--- config.mk ---
export PLATFORM = sky130hd
export DESIGN_NAME = shift_deser
export DESIGN_NICKNAME = d
export VERILOG_FILES = /design/src/rtl/shift_pkg.sv /design/src/rtl/shift_deser_outreg.sv /design/src/rtl/shift_deser.sv
export SDC_FILE = /design/constraint.sdc
export NUM_CORES = 1
export LEC_CHECK = 0
export CELL_PAD_IN_SITES_DETAIL_PLACEMENT = 0
export CELL_PAD_IN_SITES_GLOBAL_PLACEMENT = 2
export CORE_ASPECT_RATIO = 0.7
export CORE_MARGIN = 1
export CORE_UTILIZATION = 30
export CTS_BUF_LIST = sky130_fd_sc_hd__clkbuf_4 sky130_fd_sc_hd__clkbuf_8
export DETAILED_ROUTE_END_ITERATION = 8
export PLACE_DENSITY_LB_ADDON = 0.1
export SLEW_MARGIN = 20
export SYNTH_ARGS = -nofsm -noshare
export SYNTH_HDL_FRONTEND = slang
export SYNTH_HIERARCHICAL = 1
export SYNTH_SLANG_ARGS = --single-unit
--- constraint.sdc ---
create_clock -name i_clk -period 1.39 [get_ports i_clk]
set_input_delay 0.278 -clock i_clk [delete_from_list [all_inputs] [get_ports i_clk]]
set_output_delay 0.278 -clock i_clk [all_outputs]
set_load 0.05 [all_outputs]
--- src/rtl/shift_pkg.sv ---
// Shared definitions for the 4-bit shift-register link (PISO transmitter / SIPO receiver).
// Holds the receiver FSM encoding, default word width and the even-parity helper.
package shift_pkg;

    localparam int DESER_WIDTH_DEFAULT = 4;

    typedef enum logic [1:0] {
        ST_IDLE = 2'd0,
        ST_RECV = 2'd1,
        ST_PAR  = 2'd2
    } deser_state_e;

    // Even parity: a correct parity bit makes the XOR of word and parity bit zero.
    function automatic logic even_par_err(input logic [31:0] word, input logic par_bit);
        return (^word) ^ par_bit;
    endfunction

endpackage

--- src/rtl/shift_deser_outreg.sv ---
// One-entry valid/ready output register with a single-cycle overrun pulse.
// With DESER_PARITY_EN defined it also carries the parity-error flag.
module shift_deser_outreg
    import shift_pkg::*;
#(
    parameter int WIDTH = DESER_WIDTH_DEFAULT
) (
    input  logic             i_clk,
    input  logic             i_rst,
    input  logic             i_load,
    input  logic [WIDTH-1:0] i_word,
`ifdef DESER_PARITY_EN
    input  logic             i_perr,
    output logic             o_perr,
`endif
    input  logic             i_ready,
    output logic [WIDTH-1:0] o_data,
    output logic             o_valid,
    output logic             o_overrun
);

    logic [WIDTH-1:0] data_r;
    logic             valid_r;
    logic             overrun_r;
`ifdef DESER_PARITY_EN
    logic             perr_r;
`endif

    // Output slot: load when empty or being drained this edge, otherwise drop and flag.
    always_ff @(posedge i_clk) begin
        if (i_rst) begin
            data_r    <= {WIDTH{1'b0}};
            valid_r   <= 1'b0;
            overrun_r <= 1'b0;
`ifdef DESER_PARITY_EN
            perr_r    <= 1'b0;
`endif
        end else begin
            overrun_r <= i_load & valid_r & ~i_ready;
            if (i_load && (!valid_r || i_ready)) begin
                data_r  <= i_word;
                valid_r <= 1'b1;
`ifdef DESER_PARITY_EN
                perr_r  <= i_perr;
`endif
            end else if (valid_r && i_ready) begin
                valid_r <= 1'b0;
`ifdef DESER_PARITY_EN
                perr_r  <= 1'b0;
`endif
            end
        end
    end

    assign o_data    = data_r;
    assign o_valid   = valid_r;
    assign o_overrun = overrun_r;
`ifdef DESER_PARITY_EN
    assign o_perr    = perr_r;
`endif

endmodule

--- src/rtl/shift_deser.sv ---
// Serial-in/parallel-out deserializer: MSB-first frames framed by i_start, delivered on valid/ready.
// Optional even-parity bit after each word when DESER_PARITY_EN is defined.
module shift_deser
    import shift_pkg::*;
#(
    parameter int WIDTH = DESER_WIDTH_DEFAULT,
    parameter int CNT_W = $clog2(WIDTH + 1)
) (
    input  logic             i_clk,
    input  logic             i_rst,
    input  logic             i_start,
    input  logic             i_bit_vld,
    input  logic             i_data,
    input  logic             i_ready,
    output logic [WIDTH-1:0] o_data,
    output logic             o_valid,
    output logic             o_overrun,
`ifdef DESER_PARITY_EN
    output logic             o_perr,
`endif
    output logic             o_busy
);

    localparam logic [CNT_W-1:0] CNT_ONE  = CNT_W'(1);
    localparam logic [CNT_W-1:0] CNT_LAST = CNT_W'(WIDTH - 1);

    deser_state_e     state_r, state_s;
    logic [CNT_W-1:0] cnt_r, cnt_s;
    logic [WIDTH-1:0] sreg_r, sreg_s;
    logic [WIDTH-1:0] shifted_s;
    logic [WIDTH-1:0] word_s;
    logic             load_s;
    logic             busy_r;
`ifdef DESER_PARITY_EN
    logic             perr_s;
`endif

    assign shifted_s = {sreg_r[WIDTH-2:0], i_data};

    // State, bit counter, shift register and busy flag.
    always_ff @(posedge i_clk) begin
        if (i_rst) begin
            state_r <= ST_IDLE;
            cnt_r   <= {CNT_W{1'b0}};
            sreg_r  <= {WIDTH{1'b0}};
            busy_r  <= 1'b0;
        end else begin
            state_r <= state_s;
            cnt_r   <= cnt_s;
            sreg_r  <= sreg_s;
            busy_r  <= (state_s != ST_IDLE);
        end
    end

    // Next-state logic; a start-qualified bit in any state opens a fresh frame.
    always_comb begin
        state_s = state_r;
        cnt_s   = cnt_r;
        sreg_s  = sreg_r;
        load_s  = 1'b0;
        word_s  = sreg_r;
`ifdef DESER_PARITY_EN
        perr_s  = 1'b0;
`endif
        case (state_r)
            ST_IDLE: begin
                if (i_bit_vld && i_start) begin
                    sreg_s  = shifted_s;
                    cnt_s   = CNT_ONE;
                    state_s = ST_RECV;
                end else begin
                    state_s = ST_IDLE;
                end
            end
            ST_RECV: begin
                if (i_bit_vld) begin
                    sreg_s = shifted_s;
                    if (i_start) begin
                        cnt_s = CNT_ONE;
                    end else if (cnt_r == CNT_LAST) begin
`ifdef DESER_PARITY_EN
                        cnt_s   = CNT_W'(WIDTH);
                        state_s = ST_PAR;
`else
                        cnt_s   = {CNT_W{1'b0}};
                        state_s = ST_IDLE;
                        load_s  = 1'b1;
                        word_s  = shifted_s;
`endif
                    end else begin
                        cnt_s = cnt_r + CNT_ONE;
                    end
                end else begin
                    state_s = ST_RECV;
                end
            end
`ifdef DESER_PARITY_EN
            ST_PAR: begin
                if (i_bit_vld) begin
                    if (i_start) begin
                        sreg_s  = shifted_s;
                        cnt_s   = CNT_ONE;
                        state_s = ST_RECV;
                    end else begin
                        cnt_s   = {CNT_W{1'b0}};
                        state_s = ST_IDLE;
                        load_s  = 1'b1;
                        word_s  = sreg_r;
                        perr_s  = even_par_err(32'(sreg_r), i_data);
                    end
                end else begin
                    state_s = ST_PAR;
                end
            end
`endif
            default: begin
                state_s = ST_IDLE;
                cnt_s   = {CNT_W{1'b0}};
            end
        endcase
    end

    assign o_busy = busy_r;

    shift_deser_outreg #(
        .WIDTH(WIDTH)
    ) u_outreg (
        .i_clk    (i_clk),
        .i_rst    (i_rst),
        .i_load   (load_s),
        .i_word   (word_s),
`ifdef DESER_PARITY_EN
        .i_perr   (perr_s),
        .o_perr   (o_perr),
`endif
        .i_ready  (i_ready),
        .o_data   (o_data),
        .o_valid  (o_valid),
        .o_overrun(o_overrun)
    );

endmodule

# Yosys cells after proc, flatten, opt, wreduce, memory -nomap -nowiden
# Cells that the tools add are included.
# W data, S select, Z words.
[totals] ff_bits=16 out_inout_bits=7 wordCells=49
[classes] add_sub_neg=1 n_eq_ne=4 n_mux=23 n_bitwise=3 n_reduce_logical=11
[ops] operator="$mux W4" n=6
[ops] operator="$mux W3" n=4
[ops] operator="$pmux W4 S2" n=1
[ops] operator="$mux W1" n=7
[ops] operator="$mux W2" n=3
[ops] operator="$pmux W3 S2" n=1
[ops] operator="$reduce_bool A2 Y1" n=3
[ops] operator="$ne A2 B2 Y1 const B" n=2
[ops] operator="$pmux W2 S2" n=1
[ops] operator="$add A3 B1 Y3 const B" n=1
[ops] operator="$eq A3 B2 Y1 const B" n=1
[ops] operator="$logic_and A1 B1 Y1" n=3
[ops] operator="$reduce_and A3 Y1" n=1
[ops] operator="$and A1 B1 Y1" n=2
[ops] operator="$eq A2 B1 Y1 const B" n=1
[ops] operator="$logic_not A2 Y1" n=1
[ops] operator="$reduce_and A2 Y1" n=1
[ops] operator="$logic_not A1 Y1" n=1
[ops] operator="$logic_or A1 B1 Y1" n=1
[ops] operator="$not A1 Y1" n=1

# Logic depth before layout (Yosys ltp)
# Gate-level depths: netlist of run 1.
[depth] depth_word=7 depth_mapped=6 depth_no_buf=6

# Modules after synthesis
# The synthesis of run 1 kept the hierarchy.
[by_module_without_submodules] mod="shift_deser" n_inst=1 cells_each=51 area_each_um2=498.0 seq_area_each_um2=200.2
[by_module_without_submodules] mod="shift_deser_outreg" n_inst=1 cells_each=23 area_each_um2=254.0 seq_area_each_um2=120.1

# Worst setup path after synthesis of run 1
# Ideal clock, no wire load.
[synth_timing] path_kind="reg-to-reg" startpoint="register state_r[0]" endpoint="register u_outreg.data_r[0] (netlist: u_outreg/o_data[0])" arrival_ns=1.362 required_time_ns=1.266 slack_ns=-0.095 path_stages_with_launch=6 period_less_slack_ns=1.485 cell_sequence="dfxtp_1 -> or3b_4 -> nor2_8 -> mux2_4 -> nand2b_1 -> mux2i_1"
[synth_via] elab_chain_len=3
[synth_lines] element="start, declared" line="shift_deser.sv:27" text="deser_state_e state_r, state_s;"
[synth_lines] element="start signal, assigned" line="shift_deser.sv:48" text="state_r <= state_s;"
[synth_lines] element="$eq A2 B1 Y1" line="shift_deser.sv:65" text="case (state_r)"
[synth_lines] element="$mux W1" line="shift_deser.sv:65"
[synth_lines] element="via load_s" line="shift_deser.sv:32" text="logic load_s;"
[synth_lines] element="$logic_and A1 B1 Y1" line="shift_deser_outreg.sv:40" text="if (i_load && (!valid_r || i_ready)) begin"
[synth_lines] element="end signal, assigned" line="shift_deser_outreg.sv:32" text="data_r <= {WIDTH{1'b0}};"
[synth_lines] element="end signal, assigned" line="shift_deser_outreg.sv:41" text="data_r <= i_word;"
[synth_lines] element="end, declared" line="shift_deser_outreg.sv:22" text="logic [WIDTH-1:0] data_r;"
# The timed path passes the listed nets, and every way through them passes these cells.
# A chain may end at the register's enable or synchronous reset.

# Final worst setup path of run 1
[layout_timing] startpoint="register state_r[0]" endpoint="register u_outreg.data_r[2] (netlist: u_outreg/o_data[2])"
# Same word-level chain as after synthesis.

==> results.sh, run 1 <==
export IMPL_setup_viol_count_final=4
export IMPL_gp_congestion=0.783
export IMPL_synth_cells=74
export IMPL_drt_pass1_iter_count=4
export IMPL_place_ws_ns=-0.474
export IMPL_fin_crit_ns=1.47
export IMPL_drive_gt1_share_pct=40.2
export IMPL_final_cell_count_no_fill=134
export IMPL_hold_viol=0
export IMPL_core_um2=2260
export IMPL_num_vias=630
export IMPL_io_pins=13
export IMPL_num_antenna_cells=0
export IMPL_dp_hpwl_um=1180
export IMPL_slew_violations=0
export IMPL_cp_slowest_stage_delay_ns=0.41
export IMPL_setup_tns_ns=-0.296
export IMPL_grt_pass1_wl_um=2540
export IMPL_ys_warn_count=6
export IMPL_fin_util_pct=50.3
export IMPL_clockRootBuffer="clkbuf_4"
export IMPL_yosysTopAreaCellShare_pct=42.6
export IMPL_clock_sink_count=16
export IMPL_end_kind="register"
export IMPL_met1_length_um=837
export IMPL_antenna_found_initial=0
export IMPL_area_delta_synth_final_pct=51.2
export IMPL_arrival_ns=1.69
export IMPL_fmax_mhz=680
export IMPL_finalPower_uw=866
export IMPL_die_x_um=61.8
export IMPL_grt_pass1_vias=547
export IMPL_grt_max_degree=16
export IMPL_portBuffers=12
export IMPL_cts_path_max_buffers=2
export IMPL_wirelength_um=1540
export IMPL_min_period_over_period_pct=106
export IMPL_yosys_area_top_type="dfxtp_1"
export IMPL_p_per_area_nw_per_um2=762
export IMPL_async_flop_share_pct=0
export IMPL_finClkSkew_ns=0.00583
export IMPL_wl_met2_um=602
export IMPL_cts_tree="yes"
export IMPL_insertion_delay_ns=0.29
export IMPL_finalWorstSetupSlack_ns=-0.0806
export IMPL_status="finished with violations"
export IMPL_yosysSeqAreaShare_pct=42.6
export IMPL_design_die_area_um2=2710
export IMPL_wl_met3_um=97
export IMPL_highest_layer="met4"
export IMPL_hp_start="sreg_r[3]"
export IMPL_peakVddDrop_uv=526
export IMPL_rsz0062_at_grt="yes"
export IMPL_slowest_stage="or3b_4"
export IMPL_drc=0
export IMPL_crit_start="state_r[0]"
export IMPL_initial_core_util_pct=33.3
export IMPL_fp_dieH_um=43.9
export IMPL_synth_edf_count=0
export IMPL_violations="setup timing"
export IMPL_cp_required_ns=1.61
export IMPL_critPathKind="register to register"
export IMPL_fp_row_count=14
export IMPL_synth_seq_cells=16
export IMPL_synth_area_top_cells="dfxtp_1, mux2_4, nand2b_1"
export IMPL_synth_distinct_cells=29
export IMPL_vias_per_cell=4.70
export IMPL_postCtsHoldBufs=0
export IMPL_netlist_area_um2=752
export IMPL_synthTopCellsByCount="dfxtp_1, nand2b_1, a21oi_1, nand3_1, o21ai_0"
export IMPL_synthFlopType="dfxtp_1"
export IMPL_path_cells="or3b_4, nor2_8, a21boi_4, mux2i_1"
export IMPL_htreeDepth=1
export IMPL_grt_overflow=0
export IMPL_worstHoldPathType="register to register"
export IMPL_max_cap_violations=0
export IMPL_cts_made_buffers=3
export IMPL_avgRoutedWirePerCell_um=11.5
export IMPL_path_clk_slew_ns=0.09
export IMPL_yosysMostFrequentCell="dfxtp_1"
export IMPL_start_kind="register"
export IMPL_p_leak_nw=0.440
export IMPL_cp_max_fo=6
export IMPL_post_place_cells=128
export IMPL_drtIter0Drc=14
export IMPL_antenna_left=0
export IMPL_worstReg2RegStart="state_r[0]"
export IMPL_fin_nets=110
export IMPL_synth_avg_cell_area_um2=10.2
export IMPL_grtUsageTotal_pct=13.2
export IMPL_syn_num_nets=81
## per-layer routing
| layer | vias up | GRT usage, % |
|---|---|---|
| met3 | 3 | 6.57 |
| met5 | - | 0 |
| met4 | 0 | 2.67 |
| met1 | 288 | 19.6 |
| li1 | 323 | - |
| met2 | 16 | 16.8 |
## worst paths after layout
path / to / slack [ns] / depth (start not counted)
worst max-delay path: u_outreg/o_data[2] / -0.08 / 4
worst min-delay path: sreg_r[3] / 0.48 / 2
worst max register to register: u_outreg/o_data[2] / -0.08 / 4
worst min register to register: sreg_r[3] / 0.48 / 2
## report_power, final
group | switching, mW | total (mW) | internal (mW) | leakage [nW]
clock | 0.146 | 0.306 | 0.160 | 0.0210
sequential | 0.00534 | 0.470 | 0.465 | 0.131
combinational | 0.0418 | 0.0897 | 0.0480 | 0.288
total | 0.194 | 0.866 | 0.673 | 0.440
## cells by family (layout without fill, tap and decap cells)
| logic type | Yosys count | count (layout) | synth area share [%] |
|---|---|---|---|
| other cells | 1 | 1 | 0.499 |
| mux | 8 | 8 | 13.3 |
| fa+ha+maj | 1 | 1 | 1.66 |
| compound gates | 18 | 18 | 15.8 |
| simple gates | 25 | 25 | 23.6 |
| flops | 16 | 16 | 42.6 |
| buf+inv | 5 | 33 | 2.49 |
## flip-flops by register name (all words and copies together), names as in the netlist
register            flops
cnt_r                   3
o_busy                  1
sreg_r                  4
state_r                 2
u_outreg/o_data         4
u_outreg/o_overrun      1
u_outreg/o_valid        1
## metrics by stage
step           hold WS [ns]  cell area (um^2)
5_1_grt               0.518              1140
3_3_place_gp          0.466              1070
2_1_floorplan         0.350               753
6_report              0.480              1140
3_5_place_dp          0.466              1070
4_1_cts               0.481              1100
## placed cells by master, fill, tap and decap left out, types with 2 or more instances in the layout
cell and instances:
o21ai_0 5, a21oi_1 7, mux2i_1 4, mux2_4 4, dfxtp_1 12, buf_12 7, inv_1 2, buf_4 14
nand2b_1 9, clkbuf_4 3, nor3_1 2, dfxtp_2 4, nand3_1 5, clkdlybuf4s50_1 4
## critical path: cells and delay by family (launching register included)
kind / cells / cell delay (ns)
flip-flops: 1 / 0.34
multiplexers: 1 / 0.20
AO/OA/AOI/OAI: 1 / 0.29
AND/OR/NAND/NOR: 2 / 0.57
## cell type report
type                    instances  area [um^2]
repair buffers                 26          294
flip-flops and latches         16          325
clock buffers                   4         36.3
fillers                       206         1120
inverters                       3         11.3
well taps                      32         40.0
multi-input cells              53          430
## what timing repair did
| action | in CTS | in global routing |
|---|---|---|
| endpoints found under the setup margin | 5 | 5 |
| resized for setup | 2 | 5 |
| setup buffers | 0 | 2 |
| pin swaps | 2 | 3 |
Power figures use the tool's default switching activity.
==> run 2: changes to the inputs <==
- PLACE_DENSITY: not set -> 0.82
- PLACE_DENSITY_LB_ADDON: 0.1 -> not set
==> run 2 against run 1 <==
Against the previous run: the flow still finishes with violations (setup timing); largest cell class unchanged; clock power is 20% lower; worst setup slack worse by 0.030 ns; wire length is 7.3% higher; register-to-register slack worse by 0.03 ns; die area stayed put; sequential share of layout area is 0.70 points higher; sequential power hardly changed; worst hold slack better by 0.0035 ns; non-clock buffer count is 2 lower.
==> results.sh, run 2 (synthesis gave the netlist of run 1 again) <==
export IMPL_clock_sink_count=16
export IMPL_critPathKind="register to register"
export IMPL_gp_congestion=0.848
export IMPL_end_kind="register"
export IMPL_slowest_stage="dfxtp_2"
export IMPL_p_per_area_nw_per_um2=725
export IMPL_min_period_over_period_pct=108
export IMPL_wirelength_um=1660
export IMPL_area_delta_synth_final_pct=47.1
export IMPL_r2r_slack_ns=-0.11
export IMPL_initial_core_util_pct=33.3
export IMPL_avgRoutedWirePerCell_um=12.6
export IMPL_layout_commonest_cell="dfxtp_1"
export IMPL_finClkSkew_ns=0.00800
export IMPL_cp_required_ns=1.62
export IMPL_cp_max_fo=6
export IMPL_htreeDepth=1
export IMPL_antenna_found_initial=0
export IMPL_peakVddDrop_uv=385
export IMPL_start_kind="register"
export IMPL_path_cells="ha_4, nand3b_1, nor2_8, a21boi_4, mux2i_1"
export IMPL_insertion_delay_ns=0.29
export IMPL_num_vias=616
export IMPL_fin_area_um2=1110
export IMPL_path_clk_slew_ns=0.09
export IMPL_grtUsageTotal_pct=14.7
export IMPL_finalWorstSetupSlack_ns=-0.110
export IMPL_cp_slowest_stage_delay_ns=0.37
export IMPL_clockRootBuffer="clkbuf_4"
export IMPL_fmax_mhz=667
export IMPL_hold_viol=0
export IMPL_grt_overflow=0
export IMPL_max_cap_violations=0
export IMPL_ff_latch_area_um2=324
export IMPL_drt_pass1_iter_count=4
export IMPL_violations="setup timing"
export IMPL_status="finished with violations"
export IMPL_fin_crit_ns=1.50
export IMPL_grt_pass1_vias=580
export IMPL_dp_hpwl_um=1240
export IMPL_cts_path_max_buffers=2
export IMPL_cts_tree="yes"
export IMPL_core_um2=2260
export IMPL_drive_gt1_share_pct=37.4
export IMPL_p_leak_nw=0.425
export IMPL_num_antenna_cells=0
export IMPL_slew_violations=0
export IMPL_place_ws_ns=-0.498
export IMPL_arrival_ns=1.73
export IMPL_fin_nets=108
export IMPL_portBuffers=12
export IMPL_drc=0
export IMPL_finalPower_uw=802
export IMPL_rsz0062_at_grt="yes"
export IMPL_num_fill_cells=196
export IMPL_antenna_left=0
export IMPL_cts_made_buffers=3
export IMPL_worstHoldPathType="register to register"
export IMPL_placed_area_um2=1060
export IMPL_fp_row_count=14
export IMPL_multi_input_area_um2=429
export IMPL_die_x_um=61.8
export IMPL_design_die_area_um2=2710
export IMPL_fin_util_pct=48.9
export IMPL_vias_per_cell=4.70
export IMPL_grt_pass1_wl_um=2790
export IMPL_layout_common_cells="dfxtp_1, buf_4, nand2b_1, buf_12, a21oi_1"
export IMPL_grt_max_degree=16
export IMPL_drtIter0Drc=19
export IMPL_fp_dieH_um=43.9
export IMPL_io_pins=13
export IMPL_setup_viol_count_final=5
-- run 2: cell count changes in the layout (fill, tap and decap cells not counted), sizes merged --
cell,previous run,this run
buf,21,19
clkbuf,4,3
-- run 2: critical path, delay by kind of cell, from the launching register on --
kind	cells	cell delay, ns
AND/OR/NAND/NOR	2	0.42
multiplexers	1	0.22
AO/OA/AOI/OAI	1	0.28
flip-flops	1	0.37
adder cells (fa/ha/maj)	1	0.14
-- run 2: what timing repair did --
item / in CTS / in global routing
endpoints found under the setup margin: 4 / 6
hold buffers: 0 / 0
gates resized for setup: 4 / 2
setup buffers: 1 / 0
pin swaps: 3 / 2
-- run 2: final timing paths --
path	start	end	depth (start not counted)
setup reg to reg	cnt_r[1]	u_outreg/o_data[2]	5
hold / removal	sreg_r[3]	sreg_r[3]	2
setup / recovery	cnt_r[1]	u_outreg/o_data[2]	5
hold reg to reg	sreg_r[3]	sreg_r[3]	2
-- run 2: layout make-up --
class	count	share of cell area, %
Sequential cell	16	29.3
Clock buffer	3	2.04
Multi-Input combinational cell	53	38.8
Tap cell	32	3.62
Inverter	3	1.02
Timing Repair Buffer	24	25.2
-- run 2: stage by stage --
stage / hold WS [ns] / TNS (ns) / instances
2_1_floorplan: 0.350 / -0.147 / 74
3_3_place_gp: 0.454 / -3.21 / 127
3_5_place_dp: 0.471 / -3.47 / 127
4_1_cts: 0.482 / -0.435 / 131
5_1_grt: 0.500 / -0.809 / 131
6_report: 0.483 / -0.445 / 131
-- run 2: report_power, final --
part	switching, mW	leakage (nW)	internal (mW)	total [mW]
Clock	0.145	0.0138	0.101	0.246
Sequential	0.00465	0.131	0.465	0.469
Combinational	0.0422	0.280	0.0449	0.0870
-- run 2: layer usage --
| metal | GRT usage, % | vias to the layer above | share of wire, % |
|---|---|---|---|
| li1 | - | 317 | - |
| met1 | 21.3 | 283 | 50 |
| met2 | 20.4 | 14 | 42 |
| met3 | 5.37 | 2 | 6.3 |
| met4 | 4.00 | 0 | 0.79 |
| met5 | 0 | - | 0 |
